<file path="config.mk">
export PLATFORM = sky130hd
export DESIGN_NAME = weight_fetch_seq
export DESIGN_NICKNAME = d
export VERILOG_FILES = /design/src/rtl/weight_fetch_seq.sv
export SDC_FILE = /design/constraint.sdc
export NUM_CORES = 1
export LEC_CHECK = 0
export ABC_AREA = 1
export BUFFER_PORTS_ARGS = -buffer_cell sky130_fd_sc_hd__buf_2
export CORE_MARGIN = 10
export CORE_UTILIZATION = 50
export DETAILED_ROUTE_END_ITERATION = 8
export GPL_TIMING_DRIVEN = 0
export PLACE_DENSITY_LB_ADDON = 0.2
export SYNTH_ARGS = -nofsm -noshare
export SYNTH_HDL_FRONTEND = slang
export SYNTH_SLANG_ARGS = --single-unit
</file>
<file path="constraint.sdc">
create_clock -name clk -period 2.8 [get_ports clk]
set_clock_uncertainty 0.15 [all_clocks]
set_input_delay 0.56 -clock clk [delete_from_list [all_inputs] [get_ports clk]]
set_output_delay 0.56 -clock clk [all_outputs]
set_load 0.01 [all_outputs]
</file>
<file path="src/rtl/weight_fetch_seq.sv">
// Streams one layer's signed weights from a 1-cycle-latency memory to a MAC over a valid/ready link.
// Define WEIGHT_FETCH_PERF_EN to add the stall_cnt performance counter output.
module weight_fetch_seq #(
    parameter int DATA_W   = 8,
    parameter int NEURON_W = 4,
    parameter int INDEX_W  = 10
) (
    input  logic                       clk,
    input  logic                       reset,
    input  logic                       start,
    input  logic [1:0]                 layer,
    input  logic [NEURON_W-1:0]        num_neurons_m1,
    input  logic [INDEX_W-1:0]         num_inputs_m1,
    output logic [15:0]                mem_addr,
    input  logic signed [DATA_W-1:0]   mem_rdata,
    output logic                       w_valid,
    input  logic                       w_ready,
    output logic signed [DATA_W-1:0]   w_data,
    output logic [NEURON_W-1:0]        w_neuron,
    output logic [INDEX_W-1:0]         w_index,
    output logic                       w_last_in,
    output logic                       w_last,
    output logic                       busy,
    output logic                       done
`ifdef WEIGHT_FETCH_PERF_EN
    ,
    output logic [15:0]                stall_cnt
`endif
);

    typedef enum logic [1:0] {IDLE, FETCH, DRAIN} state_t;

    typedef struct packed {
        logic [DATA_W-1:0]   data;
        logic [NEURON_W-1:0] neuron;
        logic [INDEX_W-1:0]  index;
        logic                last_in;
        logic                last;
    } beat_t;

    state_t               state;
    logic [1:0]           lyr_q;
    logic [NEURON_W-1:0]  nm1_q;
    logic [INDEX_W-1:0]   im1_q;
    logic [NEURON_W-1:0]  nxt_n;
    logic [INDEX_W-1:0]   nxt_i;
    logic                 all_issued;

    // q_*: address newly on the bus this cycle; d_*: its data now on mem_rdata, not yet captured.
    logic                 q_pend;
    logic [NEURON_W-1:0]  q_n;
    logic [INDEX_W-1:0]   q_i;
    logic                 d_pend;
    logic [NEURON_W-1:0]  d_n;
    logic [INDEX_W-1:0]   d_i;

    beat_t                fifo0;
    beat_t                fifo1;
    logic [1:0]           cnt;

    logic                 pop;
    logic                 cap;
    logic [2:0]           occ;
    logic                 can_issue;
    logic                 last_addr;
    logic [1:0]           cnt_next;
    beat_t                cap_beat;

    assign w_data    = fifo0.data;
    assign w_neuron  = fifo0.neuron;
    assign w_index   = fifo0.index;
    assign w_last_in = fifo0.last_in;
    assign w_last    = fifo0.last;

    // While mem_addr is held, mem_rdata keeps presenting the uncaptured word, so it acts as a
    // third buffer slot; that lets a 2-entry FIFO sustain one beat per cycle without overflow.
    always_comb begin
        pop       = w_valid && w_ready;
        cap       = d_pend && ((cnt != 2'd2) || pop);
        occ       = {1'b0, cnt} + {2'b00, d_pend} + {2'b00, q_pend};
        can_issue = (occ - {2'b00, pop}) <= 3'd2;
        last_addr = (nxt_n == nm1_q) && (nxt_i == im1_q);
        cnt_next  = cnt - {1'b0, pop} + {1'b0, cap};
        cap_beat.data    = mem_rdata;
        cap_beat.neuron  = d_n;
        cap_beat.index   = d_i;
        cap_beat.last_in = (d_i == im1_q);
        cap_beat.last    = (d_i == im1_q) && (d_n == nm1_q);
    end

    always_ff @(posedge clk) begin
        if (!reset) begin
            state      <= IDLE;
            lyr_q      <= '0;
            nm1_q      <= '0;
            im1_q      <= '0;
            nxt_n      <= '0;
            nxt_i      <= '0;
            all_issued <= 1'b0;
            q_pend     <= 1'b0;
            q_n        <= '0;
            q_i        <= '0;
            d_pend     <= 1'b0;
            d_n        <= '0;
            d_i        <= '0;
            fifo0      <= '0;
            fifo1      <= '0;
            cnt        <= '0;
            mem_addr   <= '0;
            w_valid    <= 1'b0;
            busy       <= 1'b0;
            done       <= 1'b0;
        end else begin
            done   <= 1'b0;
            q_pend <= 1'b0;

            if (pop) begin
                if (cnt == 2'd2) begin
                    fifo0 <= fifo1;
                    if (cap) fifo1 <= cap_beat;
                end else if (cap) begin
                    fifo0 <= cap_beat;
                end
            end else if (cap) begin
                if (cnt == 2'd0) fifo0 <= cap_beat;
                else             fifo1 <= cap_beat;
            end
            cnt     <= cnt_next;
            w_valid <= (cnt_next != 2'd0);

            if (q_pend) begin
                d_pend <= 1'b1;
                d_n    <= q_n;
                d_i    <= q_i;
            end else if (cap) begin
                d_pend <= 1'b0;
            end

            case (state)
                IDLE: begin
                    if (start) begin
                        lyr_q      <= layer;
                        nm1_q      <= num_neurons_m1;
                        im1_q      <= num_inputs_m1;
                        all_issued <= (num_neurons_m1 == '0) && (num_inputs_m1 == '0);
                        mem_addr   <= 16'({layer, {NEURON_W{1'b0}}, {INDEX_W{1'b0}}});
                        q_pend     <= 1'b1;
                        q_n        <= '0;
                        q_i        <= '0;
                        nxt_i      <= (num_inputs_m1 == '0) ? '0 : INDEX_W'(1);
                        nxt_n      <= (num_inputs_m1 == '0) ? NEURON_W'(1) : '0;
                        busy       <= 1'b1;
                        state      <= FETCH;
                    end
                end
                FETCH: begin
                    if (all_issued) begin
                        state <= DRAIN;
                    end else if (can_issue) begin
                        mem_addr <= 16'({lyr_q, nxt_n, nxt_i});
                        q_pend   <= 1'b1;
                        q_n      <= nxt_n;
                        q_i      <= nxt_i;
                        if (nxt_i == im1_q) begin
                            nxt_i <= '0;
                            nxt_n <= nxt_n + NEURON_W'(1);
                        end else begin
                            nxt_i <= nxt_i + INDEX_W'(1);
                        end
                        if (last_addr) state <= DRAIN;
                    end
                end
                DRAIN: begin
                    if (pop && fifo0.last) begin
                        state <= IDLE;
                        busy  <= 1'b0;
                        done  <= 1'b1;
                    end
                end
                default: state <= IDLE;
            endcase
        end
    end

`ifdef WEIGHT_FETCH_PERF_EN
    always_ff @(posedge clk) begin
        if (!reset)
            stall_cnt <= '0;
        else if ((state == IDLE) && start)
            stall_cnt <= '0;
        else if (w_valid && !w_ready && (stall_cnt != 16'hFFFF))
            stall_cnt <= stall_cnt + 16'd1;
    end
`endif

endmodule

</file>
==> results by group, run 1 <==
Run status
  • Outcome: completed

Synthesis
  • Post-synth top cells: 151 x nand2_1, 118 x dfxtp_1, 111 x nor2_1, 80 x o21ai_0, 46 x inv_1
  • Area contributors post-synth: dfxtp_1 46%, nand2_1 11%, nor2_1 8.1%
  • Avg Inst Size Synth: 7.31 um2
  • Synth area leader: dfxtp_1
  • Post-synthesis cell type count: 38
  • Ys Warns: 0
  • Most frequent cell after synthesis: nand2_1
  • Synth async-reset ratio: 0%
  • Synthesis-stage register bit count: 118
  • EDFF count, synth: 0
  • Seq/Total Area, Yosys: between 40% and 50%
  • Post-synth top flop: dfxtp_1
  • Syn nets: 742
  • Synth Cell Area: 5160 um2
  • Post-synth top area share: between 40% and 50%
  • Post-Syn Instances: 706

GRT
  • Initial antenna violation count: 0
  • First-pass GRT wire length: around 23000 um
  • Largest net degree at the start of global routing: 17
  • Tot GR Track Use: between 15 and 20%
  • GRT overflow: 0
  • Vias in the first global route: between 4000 and 5000

STA
  • Rel. slew slack: 57.0%
  • Max Freq: between 300 and 400 MHz
  • RSZ-0062 raised after global routing: no
  • Final hold vios: 0
  • Pins Over Slew Limit: 0
  • Setup_tns: 0 ps
  • Hold WS: 160 ps
  • Final Setup Violations: 0
  • Slew @ Worst Pin: 646 ps
  • Final min period: 2670 ps
  • Tcrit/Tclk final: 95.5%

Floorplanning
  • Number of I/O pins: 71
  • Core region area: 10200 um2
  • Row count: 37
  • Die H: 122 um
  • Initial Util: 50.6%
  • Die width: 122 um
  • Die area: 14800 um2

Routing
  • WL/cell: 15.6 um
  • Antenna-violating nets left: 0
  • Vias: 4992
  • Residual DRC count: 0
  • Via/cell ratio: roughly 5.3
  • 1st-pass router iterations: 5
  • DRT Wirelength: 14800 um
  • Drt initial violations: about 350

Layout
  • Fraction of layout cells with a size suffix above 1: 17.8%
  • Area grow syn2layout: 24.2%
  • Fillers: 900
  • Inserted Diodes: 0
  • Final Non-Filler Cells: 946
  • Final Net Count: around 830

Critical path
  • Data required, critical path: 3070 ps
  • WP data arrival: between 2000 and 3000 ps
  • Worst Path Max Fanout: 6
  • Worst setup SP type: flip-flop
  • CP Capture Type: flip-flop
  • Critical path class: reg2reg

Clocking
  • TritonCTS Buffers: 17
  • CTS max path bufs: 2
  • Clk root buf: clkbuf_8
  • Clock Latency Late Sink: approximately 530 ps
  • CTS tree: built
  • Clock sink count: 118
  • H-tree depth: 4
  • Worst-path clk slew: 60 ps
  • # hold bufs at CTS: 0

Power and ir drop
  • Maximum VDD drop: ~470 uV
  • Leakage: 2.82 nW
  • PD cells: 918 nW/um2

Placement
  • I/O Buffers: 69
  • Final HPWL from detailed placement: 10900 um
  • RD Place Congestion: 0.933
  • Placed cells: slightly above 900

Run
  • Maxcap violations: 0

Worst hold path
  • Hold/Removal Path Class: in2reg
cell type report:
cell class	instances	area [um2]	share of cell area, %
Tap cell	136	170	2.66
Buffer	31	155	2.42
Clock inverter	15	219	3.42
Inverter	55	213	3.32
Clock buffer	17	414	6.47
Multi-Input combinational cell	501	2480	38.7
Timing Repair Buffer	73	388	6.06
Sequential cell	118	2370	36.9
sequential cells by signal, summed over array words and instances (netlist names), 4 cells and up:
signal / cells
fifo1: 24
mem_addr: 16
d_i: 10
im1_q: 10
nxt_i: 10
w_index: 10
w_data: 8
d_n: 4
nm1_q: 4
nxt_n: 4
w_neuron: 4
worst paths after layout:
| path | startpoint | endpoint | slack (ps) | cells after the start |
|---|---|---|---|---|
| worst min register to register | busy | busy | 320 | 2 |
| worst max-delay path | w_valid | nxt_i[2] | 130 | 14 |
| worst min-delay path | mem_rdata[4] | fifo1[20] | 160 | 3 |
| worst max register to register | w_valid | nxt_i[2] | 130 | 14 |
power by group:
| group | switching (W) | internal [W] |
|---|---|---|
| Clock | 0.000856 | 0.00147 |
| Sequential | 0.000221 | 0.00194 |
| Combinational | 0.000862 | 0.000529 |
| Total | 0.00194 | 0.00394 |
metal layers:
layer	vias up	share of wire, %	GRT usage, %
li1	2500	-	-
met1	2277	42	23.2
met2	181	50	34.0
met3	34	6.4	5.41
met4	0	2.3	7.38
met5	-	0	0
critical path: stages (launching register included):
cell	delay [ps]
dfxtp_2	320
nand2_2	90
inv_4	50
ha_4	210
fa_2	350
fa_1	440
inv_1	90
nand2_2	80
nand4_4	90
nand2_4	80
buf_8	150
buf_12	120
a21oi_1	130
a21oi_1	60
and2_1	150
logic make-up after synthesis:
| kind of cell | Yosys count | share of synthesized area [%] |
|---|---|---|
| and+or+nand+nor | 308 | 24.5 |
| AOI/OAI and AO/OA | 165 | 17.1 |
| DFF | 118 | 45.8 |
| buffers and inverters | 87 | 6.94 |
| xor gates and xnor gates | 19 | 3.23 |
| adders and majority gates | 8 | 2.23 |
| muxes | 1 | 0.194 |
repair_timing:
item / CTS / global route
cloned: 0 / 0
gates resized for setup: 6 / 7
setup endpoints to repair: 31 / 19
setup buffers: 3 / 1
pin swaps: 1 / 4
layout by cell type, fill, tap and decap left out, types with 3 or more instances in the layout:
master / instances
nand2_1: 148
dfxtp_1: 115
nor2_1: 111
o21ai_0: 80
buf_2: 73
inv_1: 44
a21oi_1: 38
a31oi_1: 23
clkbuf_1: 20
nand3_1: 19
o21ai_1: 17
clkbuf_16: 16
xor2_1: 12
nand4_1: 8
inv_2: 7
xnor2_1: 7
buf_4: 6
nand2_2: 5
ha_1: 5
clkinv_4: 5
inv_6: 5
bufinv_16: 4
o31ai_1: 3
or2_2: 3
dfxtp_2: 3
stage by stage:
| stage | area, um2 | utilization [%] | worst slack [ps] | power, W |
|---|---|---|---|---|
| 2_1_floorplan | 5170 | - | 36.9 | 0.00307 |
| 3_3_place_gp | 5690 | 55.9 | -304 | 0.00343 |
| 3_5_place_dp | 5690 | 55.9 | -352 | 0.00347 |
| 4_1_cts | 6370 | 62.6 | 17.9 | 0.00584 |
| 5_1_grt | 6400 | 62.9 | 2.25 | 0.00617 |
| 6_report | 6400 | 62.9 | 126 | 0.00588 |
Note: power is estimated with default switching activity, not from simulation.
==> run 2: changes to the inputs <==
--- a/config.mk
+++ b/config.mk
@@ -9,6 +9,7 @@
 export BUFFER_PORTS_ARGS = -buffer_cell sky130_fd_sc_hd__buf_2
 export CORE_MARGIN = 10
 export CORE_UTILIZATION = 50
+export CTS_BUF_LIST = sky130_fd_sc_hd__clkbuf_2 sky130_fd_sc_hd__clkbuf_4 sky130_fd_sc_hd__clkbuf_8
 export DETAILED_ROUTE_END_ITERATION = 8
 export GPL_TIMING_DRIVEN = 0
 export PLACE_DENSITY_LB_ADDON = 0.2
==> run 2 against run 1 <==
  * Sequential power is essentially flat
  * Setup slack gained 17 ps
  * Cell count shrank 0.11%
  * Register-to-register slack gained 20 ps
  * Critical path type unchanged
  * Highest routed layer unchanged
==> results by group, run 2 (synthesis results as in run 1) <==
Power and ir drop
  • Internal power: 0.00346 W (was 0.00394 W)
  • Comb pwr share: 26.0% (was 23.7%)
  • Clock power share: 33.4% (was 39.6%)
  • Switching share of power: 35.0% (was 33.0%)
  • NetSw: 0.00186 W (was 0.00194 W)
  • Flop pwr share: 40.5% (was 36.7%)
  • Leakage: 2.74 nW (was 2.82 nW)
  • PD cells: 854 nW/um2 (was 918 nW/um2)
  • Maximum VDD drop: 434 uV (was 473 uV)

Layout
  • Fraction of layout cells with a size suffix above 1: 17.6% (was 17.8%)
  • Fin util: 61.1% (was 62.9%)
  • Most flop-heavy register: fifo1 (unchanged)
  • Area grow syn2layout: 20.6% (was 24.2%)
  • Fillers: 928 (was 900)
  • Top Registers: fifo1 x24, mem_addr x16 (unchanged)
  • Commonest non-fill, non-tap cells in the layout: 148 x nand2_1, 115 x dfxtp_1, 111 x nor2_1, 80 x o21ai_0, 73 x buf_2 (unchanged)
  • Final Net Count: 832 (was 833)
  • Inserted Diodes: 0 (unchanged)
  • Commonest non-fill, non-tap cell in the layout: nand2_1 (unchanged)
  • Max reg flops: 24 (unchanged)

GRT
  • Initial antenna violation count: 0 (unchanged)
  • Tot GR Track Use: 19.5% (was 19.8%)
  • Largest net degree at the start of global routing: 17 (unchanged)
  • First-pass GRT wire length: 23000 um (was 23300 um)
  • Vias in the first global route: 4649 (was 4617)
  • GRT overflow: 0 (unchanged)

Routing
  • WL/cell: 15.4 um (was 15.6 um)
  • Drt initial violations: 317 (was 347)
  • Met1 WL: 6220 um (was 6150 um)
  • Via/cell ratio: 5.22 (was 5.28)
  • Uppermost layer routed: met4 (unchanged)
  • DRT Wirelength: 14600 um (was 14800 um)
  • Antenna-violating nets left: 0 (unchanged)
  • Residual DRC count: 0 (unchanged)
  • Metal3 WL: 833 um (was 940 um)
  • Vias: 4937 (was 4992)
  • 1st-pass router iterations: 5 (unchanged)
  • WL met2: 7200 um (was 7340 um)

Clocking
  • Clock sink count: 118 (unchanged)
  • # hold bufs at CTS: 0 (unchanged)
  • Clock Latency Late Sink: 440 ps (was 530 ps)
  • H-tree depth: 4 (unchanged)
  • CTS max path bufs: 2 (unchanged)
  • TritonCTS Buffers: 17 (unchanged)
  • CTS tree: built (unchanged)
  • Worst-path clk slew: 80 ps (was 60 ps)
  • Clk root buf: clkbuf_8 (unchanged)

Floorplanning
  • Die width: 122 um (unchanged)
  • Core region area: 10200 um2 (unchanged)
  • Die area: 14800 um2 (unchanged)
  • Number of I/O pins: 71 (unchanged)
  • Initial Util: 50.6% (unchanged)
  • Row count: 37 (unchanged)
  • Die H: 122 um (unchanged)

Run
  • Maxcap violations: 0 (unchanged)

Placement
  • I/O Buffers: 69 (unchanged)
  • Final HPWL from detailed placement: 10900 um (unchanged)
  • RD Place Congestion: 0.933 (unchanged)
  • Worst slack, placed: -352 ps (unchanged)

Critical path
  • Worst Path Max Fanout: 6 (unchanged)
  • WP data arrival: 2850 ps (was 2940 ps)
  • CP Capture Type: flip-flop (unchanged)
  • Critical path class: reg2reg (unchanged)
  • Data required, critical path: 2990 ps (was 3070 ps)
  • Worst setup SP type: flip-flop (unchanged)

Run status
  • Outcome: completed (unchanged)

STA
  • Final min period: 2660 ps (was 2670 ps)
  • Slew @ Worst Pin: 614 ps (was 646 ps)
  • Final hold vios: 0 (unchanged)
  • RSZ-0062 raised after global routing: no (unchanged)
  • Max Freq: 376 MHz (was 374 MHz)
  • Rel. slew slack: 59.1% (was 57.0%)
  • Final Setup Violations: 0 (unchanged)
  • Setup_tns: 0 ps (unchanged)
  • Smallest setup slack after layout: 142 ps (was 126 ps)
  • Pins Over Slew Limit: 0 (unchanged)
  • Hold WS: 232 ps (was 160 ps)
  • Tcrit/Tclk final: 94.9% (was 95.5%)

Worst hold path
  • Hold/Removal Path Class: in2reg (unchanged)
-- run 2: cell types whose count changed in the layout (fill, tap and decap cells not counted), sizes merged --
cell  before  now
buf       84   83
-- run 2: path summary, 6_finish.rpt --
kind                      from   endpoint  slack (ps)  depth (start not counted)
setup / recovery       w_valid   nxt_i[2]         140                         14
hold / removal    mem_rdata[4]  fifo1[20]         230                          3
setup reg to reg       w_valid   nxt_i[2]         140                         14
hold reg to reg           busy       busy         320                          2
-- run 2: area by class of cell --
class | instances | area, um2 | area share, %
Multi-Input combinational cell | 501 | 2480 | 39.9
Sequential cell | 118 | 2370 | 38.0
Timing Repair Buffer | 72 | 380 | 6.11
Clock buffer | 17 | 234 | 3.76
Clock inverter | 15 | 219 | 3.52
Inverter | 55 | 213 | 3.42
Tap cell | 136 | 170 | 2.74
Buffer | 31 | 155 | 2.49
-- run 2: through the flow --
| step | std cells | total power [W] | instance area, um2 |
|---|---|---|---|
| after floorplan | 706 | 0.00307 | 5170 |
| after global placement | 911 | 0.00343 | 5690 |
| after detailed placement | 911 | 0.00347 | 5690 |
| after CTS | 945 | 0.00527 | 6190 |
| after global routing | 945 | 0.00559 | 6220 |
| final | 945 | 0.00531 | 6220 |
-- run 2: per-layer routing --
layer,GRT usage [%],vias to the layer above
li1,-,2492
met1,22.6,2279
met2,33.8,139
met3,5.04,27
met4,7.75,0
met5,0,-
-- run 2: power by group through the flow --
stage / registers (W) / logic, W / clock network (W)
floorplan: 0.00215 / 0.000917 / 0
global placement: 0.00217 / 0.00126 / 0
detailed placement: 0.00218 / 0.00129 / 0
CTS: 0.00214 / 0.00135 / 0.00178
global route: 0.00218 / 0.00156 / 0.00185
finish: 0.00215 / 0.00138 / 0.00178
-- run 2: what timing repair did --
item | CTS | global route
pin swaps | 1 | 3
setup endpoints to repair | 31 | 25
hold endpoints to repair | 0 | 0
resized for setup | 6 | 7
buffers inserted | 3 | 0
-- run 2: critical path, stage by stage (launching register included) --
cell,delay (ps)
dfxtp_2,350
nand2_4,70
inv_4,60
ha_4,190
fa_2,350
fa_1,440
inv_1,80
nand2_2,80
nand4_4,90
nand2_4,80
buf_8,150
buf_12,120
a21oi_1,130
a21oi_1,60
and2_1,150
